`config.mk`:
```
export PLATFORM = sky130hd
export DESIGN_NAME = rggen_apb_requester_flat
export DESIGN_NICKNAME = d
export VERILOG_FILES = /design/src/rtl/rggen_apb_requester_pkg.sv /design/src/rtl/rggen_apb_requester_if.sv /design/src/rtl/rggen_apb_timeout_counter.sv /design/src/rtl/rggen_apb_requester.sv /design/src/flat_wrapper.sv
export SDC_FILE = /design/constraint.sdc
export NUM_CORES = 1
export LEC_CHECK = 0
export ABC_AREA = 1
export BUFFER_PORTS_ARGS = -buffer_cell sky130_fd_sc_hd__buf_2
export CAP_MARGIN = 10
export CORE_ASPECT_RATIO = 0.5
export CORE_MARGIN = 2
export CORE_UTILIZATION = 45
export DETAILED_ROUTE_END_ITERATION = 7
export GPL_TIMING_DRIVEN = 0
export PLACE_DENSITY = 0.77
export SLEW_MARGIN = 10
export SYNTH_ARGS = -nofsm -noshare
export SYNTH_HDL_FRONTEND = slang
export SYNTH_HIERARCHICAL = 1
export SYNTH_SLANG_ARGS = --single-unit
export TNS_END_PERCENT = 50
```
`constraint.sdc`:
```
create_clock -name clk -period 4.4 [get_ports clk]
set_input_delay 0.66 -clock clk [delete_from_list [all_inputs] [get_ports clk]]
set_output_delay 0.66 -clock clk [all_outputs]
set_load 0.02 [all_outputs]
```
`src/rtl/rggen_apb_requester_pkg.sv`:
```
// Shared types and constants for the APB requester bridge.
package rggen_apb_requester_pkg;

  typedef enum logic [1:0] {
    StIdle,
    StSetup,
    StAccess,
    StResponse
  } state_e;

  localparam logic [1:0] STATUS_OKAY        = 2'b00;
  localparam logic [1:0] STATUS_SLAVE_ERROR = 2'b10;
  localparam logic [1:0] STATUS_TIMEOUT     = 2'b11;

endpackage

```
`src/rtl/rggen_apb_requester_if.sv`:
```
// Command/response channels plus APB4 request/completion signals of the requester.
interface rggen_apb_requester_if #(
  parameter int unsigned ADDRESS_WIDTH = 16,
  parameter int unsigned DATA_WIDTH    = 32
);
  logic                      i_command_valid;
  logic                      o_command_ready;
  logic                      i_write;
  logic [ADDRESS_WIDTH-1:0]  i_address;
  logic [2:0]                i_prot;
  logic [DATA_WIDTH/8-1:0]   i_strobe;
  logic [DATA_WIDTH-1:0]     i_write_data;
  logic                      o_response_valid;
  logic                      i_response_ready;
  logic [DATA_WIDTH-1:0]     o_read_data;
  logic [1:0]                o_status;
  logic [ADDRESS_WIDTH-1:0]  o_paddr;
  logic [2:0]                o_pprot;
  logic                      o_psel;
  logic                      o_penable;
  logic                      o_pwrite;
  logic [DATA_WIDTH-1:0]     o_pwdata;
  logic [DATA_WIDTH/8-1:0]   o_pstrb;
  logic                      i_pready;
  logic [DATA_WIDTH-1:0]     i_prdata;
  logic                      i_pslverr;

  // Requester side.
  modport master (
    input  i_command_valid, i_write, i_address, i_prot, i_strobe, i_write_data,
    input  i_response_ready, i_pready, i_prdata, i_pslverr,
    output o_command_ready, o_response_valid, o_read_data, o_status,
    output o_paddr, o_pprot, o_psel, o_penable, o_pwrite, o_pwdata, o_pstrb
  );

  // Environment side: command source, response sink and APB completer.
  modport slave (
    output i_command_valid, i_write, i_address, i_prot, i_strobe, i_write_data,
    output i_response_ready, i_pready, i_prdata, i_pslverr,
    input  o_command_ready, o_response_valid, o_read_data, o_status,
    input  o_paddr, o_pprot, o_psel, o_penable, o_pwrite, o_pwdata, o_pstrb
  );

endinterface

```
`src/rtl/rggen_apb_timeout_counter.sv`:
```
// Counts stalled ACCESS cycles; expired flags the last permitted cycle.
module rggen_apb_timeout_counter #(
  parameter int unsigned LIMIT = 256
) (
  input  logic clk,
  input  logic rst,
  input  logic clear,
  input  logic enable,
  output logic expired
);

  localparam int unsigned CountWidth = (LIMIT == 0) ? 1 : $clog2(LIMIT + 1);

  if (LIMIT == 0) begin : g_disabled
    logic unused_inputs;
    assign unused_inputs = ^{clk, rst, clear, enable};
    assign expired       = 1'b0;
  end else begin : g_enabled
    logic [CountWidth-1:0] count_q, count_d;

    always_comb begin
      count_d = count_q;
      if (clear) begin
        count_d = '0;
      end else if (enable && !expired) begin
        count_d = count_q + CountWidth'(1);
      end
    end

    always_ff @(posedge clk) begin
      if (rst) begin
        count_q <= '0;
      end else begin
        count_q <= count_d;
      end
    end

    assign expired = (count_q == CountWidth'(LIMIT - 1));
  end

endmodule

```
`src/rtl/rggen_apb_requester.sv`:
```
// APB4 initiator: one command -> one SETUP/ACCESS transfer -> one response.
module rggen_apb_requester
  import rggen_apb_requester_pkg::*;
#(
  parameter int unsigned ADDRESS_WIDTH  = 16,
  parameter int unsigned DATA_WIDTH     = 32,
  parameter int unsigned TIMEOUT_CYCLES = 256
) (
  input logic                   clk,
  input logic                   rst,
  rggen_apb_requester_if.master bus
);

  localparam int unsigned StrbWidth = DATA_WIDTH / 8;

  state_e                   state_q, state_d;
  logic [ADDRESS_WIDTH-1:0] paddr_q, paddr_d;
  logic [2:0]               pprot_q, pprot_d;
  logic                     pwrite_q, pwrite_d;
  logic [DATA_WIDTH-1:0]    pwdata_q, pwdata_d;
  logic [StrbWidth-1:0]     pstrb_q, pstrb_d;
  logic                     psel_q, psel_d;
  logic                     penable_q, penable_d;
  logic                     rsp_valid_q, rsp_valid_d;
  logic [DATA_WIDTH-1:0]    rdata_q, rdata_d;
  logic [1:0]               status_q, status_d;
  logic                     timeout_expired;

  rggen_apb_timeout_counter #(
    .LIMIT (TIMEOUT_CYCLES)
  ) u_timeout_counter (
    .clk     (clk),
    .rst     (rst),
    .clear   (state_q == StSetup),
    .enable  ((state_q == StAccess) && !bus.i_pready),
    .expired (timeout_expired)
  );

  always_comb begin
    state_d  = state_q;
    paddr_d  = paddr_q;
    pprot_d  = pprot_q;
    pwrite_d = pwrite_q;
    pwdata_d = pwdata_q;
    pstrb_d  = pstrb_q;
    rdata_d  = rdata_q;
    status_d = status_q;

    case (state_q)
      StIdle: begin
        if (bus.i_command_valid) begin
          state_d  = StSetup;
          paddr_d  = bus.i_address;
          pprot_d  = bus.i_prot;
          pwrite_d = bus.i_write;
          pwdata_d = bus.i_write ? bus.i_write_data : '0;
          pstrb_d  = bus.i_write ? bus.i_strobe : '0;
        end
      end
      StSetup: state_d = StAccess;
      StAccess: begin
        // A completion in the limit cycle takes priority over the abort.
        if (bus.i_pready) begin
          state_d  = StResponse;
          rdata_d  = (!pwrite_q && !bus.i_pslverr) ? bus.i_prdata : '0;
          status_d = bus.i_pslverr ? STATUS_SLAVE_ERROR : STATUS_OKAY;
        end else if (timeout_expired) begin
          state_d  = StResponse;
          rdata_d  = '0;
          status_d = STATUS_TIMEOUT;
        end
      end
      StResponse: begin
        if (bus.i_response_ready) begin
          state_d = StIdle;
        end
      end
      default: state_d = StIdle;
    endcase

    // Strobes are derived from the next state so they come straight off flops.
    psel_d      = (state_d == StSetup) || (state_d == StAccess);
    penable_d   = (state_d == StAccess);
    rsp_valid_d = (state_d == StResponse);
  end

  always_ff @(posedge clk) begin
    if (rst) begin
      state_q     <= StIdle;
      paddr_q     <= '0;
      pprot_q     <= '0;
      pwrite_q    <= 1'b0;
      pwdata_q    <= '0;
      pstrb_q     <= '0;
      psel_q      <= 1'b0;
      penable_q   <= 1'b0;
      rsp_valid_q <= 1'b0;
      rdata_q     <= '0;
      status_q    <= STATUS_OKAY;
    end else begin
      state_q     <= state_d;
      paddr_q     <= paddr_d;
      pprot_q     <= pprot_d;
      pwrite_q    <= pwrite_d;
      pwdata_q    <= pwdata_d;
      pstrb_q     <= pstrb_d;
      psel_q      <= psel_d;
      penable_q   <= penable_d;
      rsp_valid_q <= rsp_valid_d;
      rdata_q     <= rdata_d;
      status_q    <= status_d;
    end
  end

  assign bus.o_command_ready  = (state_q == StIdle);
  assign bus.o_response_valid = rsp_valid_q;
  assign bus.o_read_data      = rdata_q;
  assign bus.o_status         = status_q;
  assign bus.o_paddr          = paddr_q;
  assign bus.o_pprot          = pprot_q;
  assign bus.o_psel           = psel_q;
  assign bus.o_penable        = penable_q;
  assign bus.o_pwrite         = pwrite_q;
  assign bus.o_pwdata         = pwdata_q;
  assign bus.o_pstrb          = pstrb_q;

endmodule

```
`src/flat_wrapper.sv`:
```
// flat-port wrapper written by rule: the top's interface ports become plain ports
module rggen_apb_requester_flat import rggen_apb_requester_pkg::*;
#(
  parameter int unsigned ADDRESS_WIDTH  = 16,
  parameter int unsigned DATA_WIDTH     = 32,
  parameter int unsigned TIMEOUT_CYCLES = 256
)
  (clk, rst, bus_i_command_valid, bus_i_write, bus_i_address, bus_i_prot, bus_i_strobe, bus_i_write_data, bus_i_response_ready, bus_i_pready, bus_i_prdata, bus_i_pslverr, bus_o_command_ready, bus_o_response_valid, bus_o_read_data, bus_o_status, bus_o_paddr, bus_o_pprot, bus_o_psel, bus_o_penable, bus_o_pwrite, bus_o_pwdata, bus_o_pstrb);
  rggen_apb_requester_if #(.ADDRESS_WIDTH(ADDRESS_WIDTH), .DATA_WIDTH(DATA_WIDTH)) bus_i ();
  input logic clk;
  input logic rst;
  input wire logic [$bits(bus_i.i_command_valid)-1:0] bus_i_command_valid;
  input wire logic [$bits(bus_i.i_write)-1:0] bus_i_write;
  input wire logic [$bits(bus_i.i_address)-1:0] bus_i_address;
  input wire logic [$bits(bus_i.i_prot)-1:0] bus_i_prot;
  input wire logic [$bits(bus_i.i_strobe)-1:0] bus_i_strobe;
  input wire logic [$bits(bus_i.i_write_data)-1:0] bus_i_write_data;
  input wire logic [$bits(bus_i.i_response_ready)-1:0] bus_i_response_ready;
  input wire logic [$bits(bus_i.i_pready)-1:0] bus_i_pready;
  input wire logic [$bits(bus_i.i_prdata)-1:0] bus_i_prdata;
  input wire logic [$bits(bus_i.i_pslverr)-1:0] bus_i_pslverr;
  output wire logic [$bits(bus_i.o_command_ready)-1:0] bus_o_command_ready;
  output wire logic [$bits(bus_i.o_response_valid)-1:0] bus_o_response_valid;
  output wire logic [$bits(bus_i.o_read_data)-1:0] bus_o_read_data;
  output wire logic [$bits(bus_i.o_status)-1:0] bus_o_status;
  output wire logic [$bits(bus_i.o_paddr)-1:0] bus_o_paddr;
  output wire logic [$bits(bus_i.o_pprot)-1:0] bus_o_pprot;
  output wire logic [$bits(bus_i.o_psel)-1:0] bus_o_psel;
  output wire logic [$bits(bus_i.o_penable)-1:0] bus_o_penable;
  output wire logic [$bits(bus_i.o_pwrite)-1:0] bus_o_pwrite;
  output wire logic [$bits(bus_i.o_pwdata)-1:0] bus_o_pwdata;
  output wire logic [$bits(bus_i.o_pstrb)-1:0] bus_o_pstrb;
  assign bus_i.i_command_valid = bus_i_command_valid;
  assign bus_i.i_write = bus_i_write;
  assign bus_i.i_address = bus_i_address;
  assign bus_i.i_prot = bus_i_prot;
  assign bus_i.i_strobe = bus_i_strobe;
  assign bus_i.i_write_data = bus_i_write_data;
  assign bus_i.i_response_ready = bus_i_response_ready;
  assign bus_i.i_pready = bus_i_pready;
  assign bus_i.i_prdata = bus_i_prdata;
  assign bus_i.i_pslverr = bus_i_pslverr;
  assign bus_o_command_ready = bus_i.o_command_ready;
  assign bus_o_response_valid = bus_i.o_response_valid;
  assign bus_o_read_data = bus_i.o_read_data;
  assign bus_o_status = bus_i.o_status;
  assign bus_o_paddr = bus_i.o_paddr;
  assign bus_o_pprot = bus_i.o_pprot;
  assign bus_o_psel = bus_i.o_psel;
  assign bus_o_penable = bus_i.o_penable;
  assign bus_o_pwrite = bus_i.o_pwrite;
  assign bus_o_pwdata = bus_i.o_pwdata;
  assign bus_o_pstrb = bus_i.o_pstrb;
  rggen_apb_requester #(.ADDRESS_WIDTH(ADDRESS_WIDTH), .DATA_WIDTH(DATA_WIDTH), .TIMEOUT_CYCLES(TIMEOUT_CYCLES)) u_core (.clk(clk), .rst(rst), .bus(bus_i));
endmodule
```
# After elaboration in Yosys (flattened, before gate mapping)
# Index checks and enable logic that the tools add are counted.
# word_totals
ff_bits,104
wordCells,46
inputBits,94
out_inout_bits,94
# classes
mux,13
n_addsub,1
n_eq_ne,7
reduce_logical,13
# op_table
cell,n
32-bit two-way mux,4
2-bit two-way mux,7
"9-bit by 1-bit adder with 9-bit output, second input constant",1
"9-bit by 8-bit == test with 1-bit output, second input constant",1
"2-bit == test, second input constant",4
2-bit case mux with 4 select lines,1
"2-bit by 1-bit == test with 1-bit output, second input constant",2
1-bit logical NOT,4
4-bit two-way mux,1
2-bit AND reduction,2
1-bit logical AND,3
2-bit logical NOT,1
2-bit nonzero test,1
2-bit OR reduction,1
1-bit logical OR,1

# Depth between registers and ports, before layout
# Gate-level depths: netlist of run 1.
# depth
ltp_word,6
depth_mapped,11
depth_no_buf,10

# Cells and area by module
# Netlist of run 1, hierarchy kept.
# by_module_without_submodules
mod,area_each_um2,instances,cells_per_inst,seq_area_each_um2
rggen_apb_requester,4315.4,1,673,1901.8
rggen_apb_timeout_counter,486.7,1,67,180.2

# Least setup slack after synthesis of run 1
# Ideal clock, no wire load.
# synth_path
path_type,register to register
startpoint,register u_core.u_timeout_counter.g_enabled.count_q[0]
endpoint,"register u_core.psel_q, in the netlist u_core/bus.o_psel"
setup_slack_ps,2531
stages_incl_launch_ff,10
arrival_time_ps,1802
cell_sequence,dfxtp_1 > ha_1 > nand2_1 > nor4_1 > ha_1 > nor2_1 > nor2_4 > nor2_1 > ha_1 > nor2_1
# synth_via
elab_chain_len,6
# synth_rtl
element,line_no,text
"start, declared",rggen_apb_timeout_counter.sv:19,"logic [CountWidth-1:0] count_q, count_d;"
"start signal, assigned",rggen_apb_timeout_counter.sv:34,count_q <= count_d;
9-bit by 8-bit == test with 1-bit output (*),rggen_apb_timeout_counter.sv:38,assign expired = (count_q == CountWidth'(LIMIT - 1));
via u_core.timeout_expired,rggen_apb_requester.sv:27,logic timeout_expired;
2-bit two-way mux (*),rggen_apb_requester.sv:67,end else if (timeout_expired) begin
2-bit two-way mux (*),rggen_apb_requester.sv:63,if (bus.i_pready) begin
2-bit case mux with 4 select lines (*),rggen_apb_requester.sv:49,case (state_q)
2-bit by 1-bit == test with 1-bit output / 2-bit == test (equally long branches),rggen_apb_requester.sv:82,psel_d = (state_d == StSetup) || (state_d == StAccess);
1-bit logical OR (*),rggen_apb_requester.sv:82,
"end signal, assigned",rggen_apb_requester.sv:107,psel_q <= psel_d;
"end, declared",rggen_apb_requester.sv:22,"logic psel_q, psel_d;"
# The timed path passes the listed nets; every way through them passes the cells marked *.
# A chain may end at the register's enable or synchronous reset.

# Worst setup path in the final report of run 1
# Same ends and word-level chain as after synthesis.

==> results.txt, run 1 <==
Die Width: 150 um
Num rows: 26
Pre-CTS setup slack: 2.16 ns
Post-DP HPWL: 9300 um
Clk buf depth: 2
Synth cell types: 25
Post-synth top cells: nand2_1, nor2_1, inv_1, dfxtp_1, nand3_1
CTS H-tree lvls: 3
Via count: 4919
Top cell type by total area after synthesis: dfxtp_1
RSZ-0062 raised after global routing: no
Post-DP Area: 0.00591 mm^2
NumNets Final: 1034
Drt wl/cell: 11.5 um
Synthesized area per cell: 6.49 um^2
Cell with the most instances after synthesis: nand2_1
Antenna Nets Post-Route: 0
Dominant cells by area after synthesis: dfxtp_1, nand2_1, nor2_1, inv_1, nand3_1
Worst setup EP type: flip-flop
GRT Overall Usage: 0.218
Worst path required time: 4.66 ns
Status: finished clean
Largest net degree at the start of global routing: 19
Worst-path fanout max: 8
CTS root buffer: clkbuf_16
Antenna violations before repair: 0
Leak pwr: 3.41 nW
CTS clk-pin slew, worst paths: 0.07 ns
Post-Synthesis Cells: 740
Period utilisation layout: 0.501
Final std cells w/o fill: 1082
Worst hold margin: 0.447 ns
Die area: 0.0116 mm^2
GR Overflow Total: 0
Worst hold path class: reg -> reg
DR iter-0 viols: 235
Worst Skew: 0.0108 ns
Fillers: 1023
Type of the worst setup path: reg -> reg
Max_slew headroom: 0.621
Initial Utilization: 0.467
First-pass GRT wire length: 20500 um
Pre-Repair DR Iteration Count: 4
Area grow syn2layout: 29.1%
Top Ports: 188
Yosys top cell area share: 0.434
Core Box Area: 0.0103 mm^2
Final setup TNS: 0 ns
Total CTS buffers: 9
Sequential area share after synthesis: 0.434
CTS tree: built
VDD IR max: 218 uV
Die Ht: 77.0 um
Ys flop type: dfxtp_1
Skew-Pair Late Insertion Delay: 0.34 ns
Fmax: 454 MHz
Finished Cell Area: 0.00620 mm^2
Ant. Diodes: 0
Setup crit start kind: flip-flop
Post-CTS resize count: 0
# Max-Cap Violations: 0
Ratio of cells with drive above 1 in the final layout: 0.263
Routability Congestion: 0.801
Max-slew violations: 0
Worst Path Arrival: 2.47 ns
Net count after synthesis: 837
Crit path time final: 2.20 ns
Synth Warn #: 6
Final number of setup-violating endpoints: 0
Vias in the first global route: 4555
Number of flops mapped to enable cells by yosys: 0
Hold-fix buffers at CTS: 0
Cell Pwr Density: 376 mW/mm^2
Clock sinks: 104
Post-route DRC violation count: 0
Final wirelength: 12400 um
Number of buffers added on ports: 186
Flops & latches, synth: 104
Fin worst setup slack: 2.20 ns
Final Hold Fails: 0
Mapped cell area: 0.00480 mm^2
Postcts setup bufs: 0
Async SR Flop Fraction: 0
Worst-Margin Slew: 0.569 ns
DP Cell Count: 1066
Via/cell ratio: 4.55
critical path, cell delays in order (launching register included):
cell     delay, ns
dfxtp_1       0.39
ha_1          0.23
nand2_1       0.07
nor4_1        0.23
ha_1          0.33
nor2_1        0.10
nor2_4        0.25
nor2_1        0.12
ha_1          0.32
nor2_1        0.10
per-layer routing:
layer	vias up	part of all wire	global-route usage
met5	-	0	0
met4	0	0.0090	0.0491
met3	10	0.045	0.0440
met2	101	0.50	0.393
met1	2220	0.45	0.267
li1	2588	-	-
where the power goes:
part,internal [mW],total [mW],switching [mW]
Combinational,0.190,0.522,0.332
Clock,0.407,0.764,0.356
Sequential,1.01,1.05,0.0362
cells by family (layout without fill, tap and decap cells):
group                      count (synthesis)  in the layout  share of synthesized area
and+or+nand+nor                          406            406                      0.345
buffers and inverters                    161            363                      0.143
DFF                                      104            104                      0.434
AOI/OAI and AO/OA                         65             65                     0.0683
adders and majority gates                  3              3                    0.00782
xor gates and xnor gates                   1              1                    0.00182
final cells by class:
type / instances / area (um^2) / area share
Sequential cell: 104 / 2080 / 0.336
Multi-Input combinational cell: 475 / 2030 / 0.328
Timing Repair Buffer: 186 / 931 / 0.150
Inverter: 119 / 447 / 0.0721
Buffer: 42 / 241 / 0.0390
Clock buffer: 10 / 239 / 0.0386
Tap cell: 140 / 175 / 0.0283
Clock inverter: 6 / 50.0 / 0.00808
through the flow:
| step | util | power [mW] |
|---|---|---|
| 5_1_grt | 0.603 | 2.47 |
| 3_5_place_dp | 0.575 | 1.59 |
| 4_1_cts | 0.603 | 2.36 |
| 3_3_place_gp | 0.575 | 1.58 |
| 6_report | 0.603 | 2.33 |
| 2_1_floorplan | - | 1.41 |
final timing paths:
path	from	endpoint	slack (ns)	depth (start not counted)
hold / removal	u_core/bus.o_status[0]	u_core/bus.o_status[0]	0.45	2
hold reg to reg	u_core/bus.o_status[0]	u_core/bus.o_status[0]	0.45	2
setup / recovery	u_core/u_timeout_counter/g_enabled.count_q[0]	u_core/bus.o_psel	2.20	9
setup reg to reg	u_core/u_timeout_counter/g_enabled.count_q[0]	u_core/bus.o_psel	2.20	9
layout by cell type (no fill, tap or decap), types with 2 or more instances in the layout:
| master | instances |
|---|---|
| buf_4 | 6 |
| inv_2 | 3 |
| nor2_1 | 125 |
| a21oi_1 | 41 |
| nor2_4 | 4 |
| o21ai_0 | 23 |
| nand3_1 | 44 |
| nand2_2 | 2 |
| buf_2 | 205 |
| nand2_1 | 221 |
| inv_1 | 116 |
| clkbuf_1 | 11 |
| dfxtp_1 | 104 |
| nand2_4 | 2 |
| ha_1 | 3 |
| buf_6 | 5 |
| clkbuf_16 | 9 |
| inv_6 | 2 |
| nor2_2 | 3 |
sequential cells by signal, summed over array words and instances, names as in the netlist:
signal / flops
u_core/bus.o_psel: 1
u_core/bus.o_paddr: 16
u_core/u_timeout_counter/g_enabled.count_q: 9
u_core/bus.o_pprot: 3
u_core/bus.o_pwrite: 1
u_core/bus.o_pwdata: 32
u_core/bus.o_status: 2
u_core/state_q: 2
u_core/bus.o_response_valid: 1
u_core/bus.o_penable: 1
u_core/bus.o_pstrb: 4
u_core/bus.o_read_data: 32
Power figures use the tool's default switching activity.
==> run 2, diff against run 1 <==
CORE_UTILIZATION = 44   (was 45)
PLACE_DENSITY = 0.78   (was 0.77)
clock period = 1.9 ns   (was 4.4 ns; I/O delays follow)
==> run 2 against run 1 <==
- clock power rose by 150%
- global-route usage fell by 0.44 points
- die area rose by 2.2%
- fmax rose by 21%
- critical path type unchanged
==> results.txt, run 2 (synthesized netlist as in run 1, its figures left out) <==
Routability Congestion: 0.830
Total CTS buffers: 9
Largest net degree at the start of global routing: 18
Clock sinks: 104
DR iter-0 viols: 248
Max-slew violations: 0
Worst hold margin: 0.182 ns
Reg2reg setup slack: 0.08 ns
Via/cell ratio: 4.55
GRT Overall Usage: 0.213
Most common cell after layout, fill and taps aside: nand2_1
Pre-CTS setup slack: -0.303 ns
Pre-Repair DR Iteration Count: 4
CTS clk-pin slew, worst paths: 0.07 ns
Post-route DRC violation count: 0
Critical path launch point: u_core/u_timeout_counter/g_enabled.count_q[3]
Area grow syn2layout: 31.3%
NumNets Final: 1039
Clk buf depth: 2
Skew-Pair Late Insertion Delay: 0.35 ns
Ant. Diodes: 0
Die Width: 152 um
VDD IR max: 464 uV
Antenna violations before repair: 0
Fmax: 550 MHz
Period utilisation layout: 0.957
Initial Utilization: 0.461
Final Hold Fails: 0
Overall power: 5.56 mW
Number of buffers added on ports: 186
CTS tree: built
Max_slew headroom: 0.630
Die area: 0.0118 mm^2
Fillers: 1020
Setup crit start kind: flip-flop
Post-DP Area: 0.00591 mm^2
Worst-path fanout max: 10
Worst Path Arrival: 2.09 ns
GR Overflow Total: 0
First-pass GRT wire length: 20200 um
Final number of setup-violating endpoints: 0
Worst-Margin Slew: 0.554 ns
CTS H-tree lvls: 3
Via count: 4950
Top Ports: 188
RSZ-0062 raised after global routing: yes
Crit Reg-Reg Startpoint: u_core/u_timeout_counter/g_enabled.count_q[3]
Core Box Area: 0.0104 mm^2
Finished Cell Area: 0.00630 mm^2
Worst hold path class: in -> reg
Worst path required time: 2.18 ns
Vias in the first global route: 4426
Type of the worst setup path: reg -> reg
Fin worst setup slack: 0.0819 ns
Most frequent cells in the layout: nand2_1, buf_2, nor2_1
Worst Skew: 0.00693 ns
Crit path time final: 1.82 ns
CTS root buffer: clkbuf_16
Final wirelength: 12700 um
Worst setup EP type: flip-flop
Post-DP HPWL: 9250 um
Cell Pwr Density: 882 mW/mm^2
R2R depth: 11
Ratio of cells with drive above 1 in the final layout: 0.276
Antenna Nets Post-Route: 0
Status: finished clean
Leak pwr: 3.45 nW
Num rows: 26
Crit path capture: u_core/bus.o_read_data[19]
FF-to-FF End: u_core/bus.o_read_data[19]
Die Ht: 77.9 um
# Max-Cap Violations: 0
Drt wl/cell: 11.7 um
[run 2: critical path: stages (launching register included)]
cell,delay (ns)
dfxtp_1,0.38
nand2_2,0.11
nor4_2,0.32
ha_2,0.24
buf_4,0.11
inv_1,0.03
nand2_1,0.06
nand2_2,0.10
buf_4,0.20
nand2_1,0.06
nand2_1,0.05
nor2_1,0.09
[run 2: what timing repair did]
action	in CTS	in global routing
pin swaps	2	1
resized for setup	7	6
hold buffers	0	0
buffers inserted	5	0
setup endpoints to repair	36	37
[run 2: layout make-up]
cell class,count,area [um^2],share of cell area
sequential,104,2090,0.331
multi-input combinational,475,2060,0.326
timing repair buffer,191,981,0.156
inverter,119,447,0.0709
buffer,42,249,0.0395
clock buffer,10,239,0.0379
tap,140,175,0.0278
clock inverter,6,67.6,0.0107
[run 2: how the worst min path moves through the flow]
stage,start,to,slack [ns],cells after the start
2_1_floorplan,bus_i_address[0],u_core/bus.o_paddr[0],0.45,2
3_3_place_gp,u_core/bus.o_status[0],u_core/bus.o_status[0],0.44,2
3_5_place_dp,u_core/bus.o_status[0],u_core/bus.o_status[0],0.44,2
4_1_cts,bus_i_address[4],u_core/bus.o_paddr[4],0.17,3
5_1_grt,bus_i_address[4],u_core/bus.o_paddr[4],0.20,3
6_report,bus_i_address[4],u_core/bus.o_paddr[4],0.18,3
[run 2: per-layer routing]
layer / GRT usage / share of wire / vias to the layer above
met4: 0.0759 / 0.018 / 0
li1: - / - / 2607
met1: 0.257 / 0.46 / 2188
met5: 0 / 0 / -
met2: 0.368 / 0.47 / 134
met3: 0.0559 / 0.051 / 21
[run 2: power breakdown]
| part | internal (mW) | switching, mW | leakage [nW] |
|---|---|---|---|
| clock | 1.06 | 0.838 | 0.145 |
| combinational | 0.454 | 0.778 | 2.46 |
| sequential | 2.34 | 0.0845 | 0.851 |
[run 2: stage by stage]
| step | util | setup TNS [ns] | std cells |
|---|---|---|---|
| 2_1_floorplan | - | 0 | 740 |
| 3_3_place_gp | 0.568 | -6.16 | 1066 |
| 3_5_place_dp | 0.568 | -6.72 | 1066 |
| 4_1_cts | 0.604 | -0.0303 | 1087 |
| 5_1_grt | 0.606 | -0.0381 | 1087 |
| 6_report | 0.606 | 0 | 1087 |
